--- src/rtl/booth_pp_accum.sv ---
// Sequential accumulator for radix-8 Booth partial products.
// Folds NUM_PP signed partial products into one OUT_W-bit product, one add per cycle,
// with each partial product weighted by 2^(GRP_SHIFT*i).
module booth_pp_accum #(
  parameter int unsigned NUM_PP    = 11,
  parameter int unsigned PP_W      = 35,
  parameter int unsigned GRP_SHIFT = 3,
  parameter int unsigned OUT_W     = 64
) (
  input  logic                   clk,
  input  logic                   rst,
  input  logic                   pp_valid,
  output logic                   pp_ready,
  input  logic [NUM_PP*PP_W-1:0] pp_bus,
  output logic                   prod_valid,
  input  logic                   prod_ready,
  output logic [OUT_W-1:0]       product,
  output logic                   busy
);

  // pp_1..pp_(NUM_PP-1) are parked here; pp_0 goes straight into the accumulator.
  localparam int unsigned SrW  = (NUM_PP - 1) * PP_W;
  localparam int unsigned CntW = $clog2(NUM_PP);

  typedef enum logic [1:0] {StIdle, StAccum, StDone} state_e;

  state_e            state_q, state_d;
  logic [OUT_W-1:0]  acc_q, acc_d;
  logic [CntW-1:0]   cnt_q, cnt_d;
  logic [SrW-1:0]    sr_q, sr_d;

  logic [OUT_W-1:0]  pp0_ext;
  logic [OUT_W-1:0]  ppk_ext;
  logic [OUT_W-1:0]  ppk_shifted;
  int unsigned       shamt;
  logic              last_pp;

  // Sign-extend the incoming pp_0 and the current head of the shift register.
  always_comb begin
    pp0_ext     = {{(OUT_W - PP_W){pp_bus[PP_W-1]}}, pp_bus[PP_W-1:0]};
    ppk_ext     = {{(OUT_W - PP_W){sr_q[PP_W-1]}}, sr_q[PP_W-1:0]};
    shamt       = GRP_SHIFT * 32'(cnt_q);
    // Bits shifted past OUT_W-1 are dropped: accumulation is modulo 2^OUT_W.
    ppk_shifted = ppk_ext << shamt;
    last_pp     = (cnt_q == CntW'(NUM_PP - 1));
  end

  // State register.
  always_ff @(posedge clk) begin
    if (rst) begin
      state_q <= StIdle;
    end else begin
      state_q <= state_d;
    end
  end

  // Next-state logic.
  always_comb begin
    state_d = state_q;
    unique case (state_q)
      StIdle:  if (pp_valid)   state_d = StAccum;
      StAccum: if (last_pp)    state_d = StDone;
      StDone:  if (prod_ready) state_d = StIdle;
      default:                 state_d = StIdle;
    endcase
  end

  // Datapath next values: capture on accept, add-and-shift while accumulating.
  always_comb begin
    acc_d = acc_q;
    cnt_d = cnt_q;
    sr_d  = sr_q;
    unique case (state_q)
      StIdle: begin
        if (pp_valid) begin
          acc_d = pp0_ext;
          sr_d  = pp_bus[NUM_PP*PP_W-1:PP_W];
          cnt_d = CntW'(1);
        end
      end
      StAccum: begin
        acc_d = acc_q + ppk_shifted;
        sr_d  = {{PP_W{1'b0}}, sr_q[SrW-1:PP_W]};
        cnt_d = cnt_q + CntW'(1);
      end
      default: ;
    endcase
  end

  // Datapath registers; reset discards any in-flight operation.
  always_ff @(posedge clk) begin
    if (rst) begin
      acc_q <= '0;
      cnt_q <= '0;
      sr_q  <= '0;
    end else begin
      acc_q <= acc_d;
      cnt_q <= cnt_d;
      sr_q  <= sr_d;
    end
  end

  // Handshake and status outputs decoded from the state.
  always_comb begin
    pp_ready   = (state_q == StIdle);
    prod_valid = (state_q == StDone);
    busy       = (state_q != StIdle);
    product    = acc_q;
  end

endmodule

--- config.mk ---
export PLATFORM = sky130hd
export DESIGN_NAME = booth_pp_accum
export DESIGN_NICKNAME = d
export VERILOG_FILES = /design/src/rtl/booth_pp_accum.sv
export SDC_FILE = /design/constraint.sdc
export NUM_CORES = 1
export LEC_CHECK = 0
export BUFFER_PORTS_ARGS = -buffer_cell sky130_fd_sc_hd__buf_2
export CAP_MARGIN = 20
export CORE_ASPECT_RATIO = 1.4
export CORE_UTILIZATION = 40
export CTS_BUF_LIST = sky130_fd_sc_hd__clkbuf_4
export DETAILED_ROUTE_END_ITERATION = 8
export GPL_TIMING_DRIVEN = 0
export HOLD_SLACK_MARGIN = 0.08
export PLACE_DENSITY = 0.67
export SLEW_MARGIN = 40
export SYNTH_ARGS = -nofsm -noshare
export SYNTH_HDL_FRONTEND = slang
export SYNTH_SLANG_ARGS = --single-unit
--- constraint.sdc ---
create_clock -name clk -period 11 [get_ports clk]
set_input_delay 2.2 -clock clk [delete_from_list [all_inputs] [get_ports clk]]
set_output_delay 2.2 -clock clk [all_outputs]
set_load 0.01 [all_outputs]
Word-level counts from Yosys, hierarchy flattened --
Cells that the tools add are included.
Storage, ports and cells: output and inout bits 67, bits of input ports 389, register bits 420, logic and storage cells 29
Operators by class: shifts and indexed selects 1, equality and inequality tests 6, $mul 1, mux-type cells 10, add/subtract/negate cells 2, reduce and logical (&&, ||, !) cells 5
Operator list (number):
- $pmux W350 S2 | 1
- $mux W350 | 1
- $pmux W64 S2 | 1
- $add A64 B64 Y64 | 1
- $mux W64 | 1
- $shl A64 B6 Y64 | 1
- $pmux W4 S2 | 1
- $mul A2 B4 Y6 const A | 1
- $mux W2 | 3
- $pmux W2 S3 | 1
- $add A4 B1 Y4 const B | 1
- $eq A4 B4 Y1 const B | 1
- $mux W4 | 1
- $ne A2 B2 Y1 const B | 2
- $reduce_bool A2 Y1 | 2
- $reduce_and A3 Y1 | 1
- $eq A2 B1 Y1 const B | 1
- $eq A2 B2 Y1 const B | 1
- $logic_not A2 Y1 | 1
- $ne A2 B1 Y1 const B | 1
- $reduce_and A2 Y1 | 1

Logic depth before layout (Yosys ltp) --
depth in word-level cells 4, mapped depth 27, depth with buffers taken out 21

Worst setup path before layout --
OpenSTA, ideal clock, no wires.
path kind register to register, start point register cnt_q[0], end point register acc_q[49], in the netlist product[49], setup time 62 ps, clock period less this slack 5273 ps, arrival 5211 ps, buffers on the path 6, stages on the path, launching flop included 26, required time 10938 ps, slack 5727 ps, cells stage by stage dfxtp_1 buf_2 inv_1 clkbuf_1 ha_1 buf_6 buf_1 buf_2 mux2i_1 a21oi_1 a21oi_1 nand2_1 nand2_1 nor2_1 a31oi_1 o22ai_1 ha_1 clkbuf_1 nand4_1 or3_1 a311oi_1 nor3_1 o31ai_1 a21oi_1 or4_1 nand3_1
On the way: word-level cells in the longest chain between the ends 4
RTL lines:
- start: declaration | line 29 | logic [CntW-1:0] cnt_q, cnt_d;
- start signal: assignment | line 98 | cnt_q <= cnt_d;
- $mul A2 B4 Y6 | line 42 | shamt = GRP_SHIFT * 32'(cnt_q);
- $shl A64 B6 Y64 | line 44 | ppk_shifted = ppk_ext << shamt;
- $add A64 B64 Y64 | line 82 | acc_d = acc_q + ppk_shifted;
- $pmux W64 S2 | line 73 | unique case (state_q)
- end signal: assignment | line 93 | acc_q <= '0;
- end signal: assignment | line 97 | acc_q <= acc_d;
- end: declaration | line 28 | logic [OUT_W-1:0] acc_q, acc_d;
No other way between the ends. A chain may end at the register's enable or synchronous reset.

Worst setup path after layout --
Same ends and word-level chain as after synthesis.

==> results.md <==
- Status: complete, no violations
- IO Pins: between 400 and 500
- Final wirelength: 113000 um
- Sequential Area: 8410 um2
- CTS buffer count: 110
- DRC viols: 0
- Fin crit share: 69.3%
- Power per Cell Area: approximately 150 nW/um2
- Synth Instances: 3872
- Standby leakage power: 14.0 nW
- TritonCTS clock tree: done
- Final Cell Area: 31100 um2
- Yosys Warn Count: 0
- Layout Nets: slightly below 5000
- Die area: 66600 um2
- Post CTS Setup Buffer Count: 0
- Detailed Place HPWL: 92100 um
- Number of port buffers: 454
- Core Util, Final: 48.1%
- Top Family by Delay on Critical Path: compound AO/OA/AOI/OAI gates
- Hold Vio Cnt, Final: 0
- Leading area contributor after synthesis: dfxtp_1
- Clk sink count: 420
- Post-Syn Nets: ~4300
- Share of the synthesized area in the top cell type: 32.1%
- Total power: 4.78 mW
- Syn_area_per_cell: 6.77 um2
- H-tree depth: 3
- Post-route ant nets: 0
- Synth Flop Type: dfxtp_1
- TNS Setup: 0 ns
- Startpoint class of the critical path: flop
- CP max stage delay: between 0.5 and 0.6 ns
- Pre-CTS WS: about 3.5 ns
- # rows: 110
- Die W: 218 um
- CP arrival: around 8.5 ns
- Commonest cells after routing, fill and taps aside: nor2_1 (1130), a21oi_1 (471), buf_2 (462)
- Library cells used by synthesis: 67
- Fin crit period: 7.62 ns
- Max Clk Rate: 0.131 GHz
- VDD IR max: between 0.1 and 0.15 mV
- Worst-path cell chain: buf_2, inv_1, clkbuf_1, ha_1, buf_6, buf_2, buf_2, mux2i_1, o21ai_0, mux2i_1, nor2_1, a21oi_1, mux2i_1, and2_1, ha_1, nand2_1, or3_1, a311oi_1, nor3_1, o31ai_1, a21oi_1, or4_1, nand3_1
- CP Capture Type: flop
- First-pass GRT wire length: 168000 um
- Drt first pass iters: 6
- Worst R2R Setup Slack: 3.38 ns
- GRT Util Overall: ~33%
- CP Max Fanout: 10
- Gpl congestion: slightly above 1
- Via count of the first global-routing pass: 29000
- Initial Util: between 40% and 50%
- Area delta synth->final: 18.4%
- Total gr overflow: 0
- Worst Hold Depth: 2
- Initial DRC count: 1976
- Seq/Total Area, Yosys: 32.1%
- Slew headroom: 39.1%
- CP bufs+invs: 6
- Hold_sp: sr_q[131]
- Clk Latency, worst-skew pair: 0.99 ns
- Hold endpoint: sr_q[96]
- Clk slew on worst S/H paths: 0.07 ns
- Area of the core: around 65000 um2
- Unrepaired setup endpoints after global routing: false
- Commonest non-fill, non-tap cell in the layout: nor2_1
- Multi-input logic area: 16500 um2
- CP required: 11.92 ns
- Vias per cell: roughly 5.5
- # hold bufs at CTS: 0
- Worst slew pin tran: 0.903 ns
- Hold Path Class: reg -> reg
- Synth area leaders: dfxtp_1 (32%), nor2_1 (16%), a21oi_1 (9.0%), nor2b_1 (7.8%), nor3_1 (6.4%)
- Capturing point of the worst reg2reg path: product[49]
- Worst path slowest cell: a311oi_1
- Clock Root Buffer: clkbuf_4
- PostCTS Resize Cnt: 0
- Final setup violating endpoints: 0
- Clock Path Buffers: 3
- Post-synth EDFFs: 0
- Mapped Area: ~26000 um2
- WL per Instance: 21.1 um
- Max-Cap Viols: 0
- Synth Register Bits: 420
- FFs w/ async S/R, synth: 0%
- DP Area: roughly 30000 um2
- R2R depth: 23
- Die height: around 300 um
- FF-to-FF Start: cnt_q[0]
- Share of cells above drive strength 1: approximately 15%
- Clock Skew: 0.0809 ns
- Final WS setup: about 3.4 ns
- Fillers: 6918
- Slew Limit Fails: 0
- Pin count of the biggest net entering global routing: 16
- Critical path type: reg -> reg
- Routed via count: 29300
- Initial antenna violation count: 26
==> synth_stat cells, types with 15 or more instances <==
library cell,number
o22ai_1,52
nand2_1,175
o21bai_1,16
a21oi_1,471
a311oi_1,18
xor2_1,27
nor2b_1,326
buf_1,17
o21ai_0,83
nand3_1,20
clkbuf_1,297
mux2_2,15
xnor2_1,33
dfxtp_1,420
a211oi_1,39
nor2_1,1131
inv_1,32
nor3_1,336
a22oi_1,37
nand4_1,26
mux2i_1,48
a21o_1,24
ha_1,71
a31oi_1,19
==> tightest hold or removal path: stages, from the launching register on <==
cell	delay, ns
dfxtp_1	0.32
nor2_1	0.10
a311oi_1	0.05
==> power by group <==
part	internal (mW)	total (mW)	leakage [nW]	switching [mW]
registers	1.68	1.79	3.49	0.118
logic	0.556	1.54	9.70	0.982
clock network	0.723	1.45	0.838	0.726
total	2.96	4.78	14.0	1.83
==> registers in the layout (all words and copies together), names as in the netlist <==
| name | cells |
|---|---|
| cnt_q | 4 |
| product | 64 |
| sr_q | 350 |
| state_q | 2 |
==> how the worst max path moves through the flow <==
stage          cells past startpoint           to     start  slack [ns]
4_1_cts                           23  product[61]  cnt_q[0]        3.47
2_1_floorplan                     25  product[49]  cnt_q[0]        5.73
3_3_place_gp                      23  product[61]  cnt_q[0]        3.49
5_1_grt                           25  product[63]  cnt_q[0]        3.01
3_5_place_dp                      23  product[61]  cnt_q[0]        3.49
6_report                          23  product[49]  cnt_q[0]        3.38
==> per-layer routing <==
metal	routed length, um	track usage, %	vias up
li1	-	-	14400
met1	42300	35.5	13500
met2	56300	59.4	1062
met3	6840	5.88	341
met4	7750	22.0	34
met5	222	0	-
==> area by class of cell <==
class                           count  share of cell area, %
Multi-Input combinational cell   3097                   53.1
Sequential cell                   420                   27.1
Timing Repair Buffer              456                   7.39
Buffer                            323                   3.99
Clock buffer                      149                   3.60
Tap cell                          840                   3.38
Clock inverter                     48                  0.987
Inverter                           32                  0.387
Antenna cell                       14                  0.113
==> through the flow <==
step                      hold slack (ns)  std cells
final                               0.483       5379
after global routing                0.503       5375
after CTS                           0.490       5364
after detailed placement            0.479       5167
after global placement              0.477       5166
after floorplan                     0.459       3872
==> cell families after synthesis <==
logic type | after synthesis | synth area share (%)
mux | 82 | 4.02
compound gates | 825 | 18.2
flops | 420 | 32.1
buf+inv | 355 | 5.15
xor+xnor | 61 | 2.07
fa+ha+maj | 73 | 3.54
simple gates | 2056 | 34.9
No activity file was read; power rests on OpenSTA's default activity.
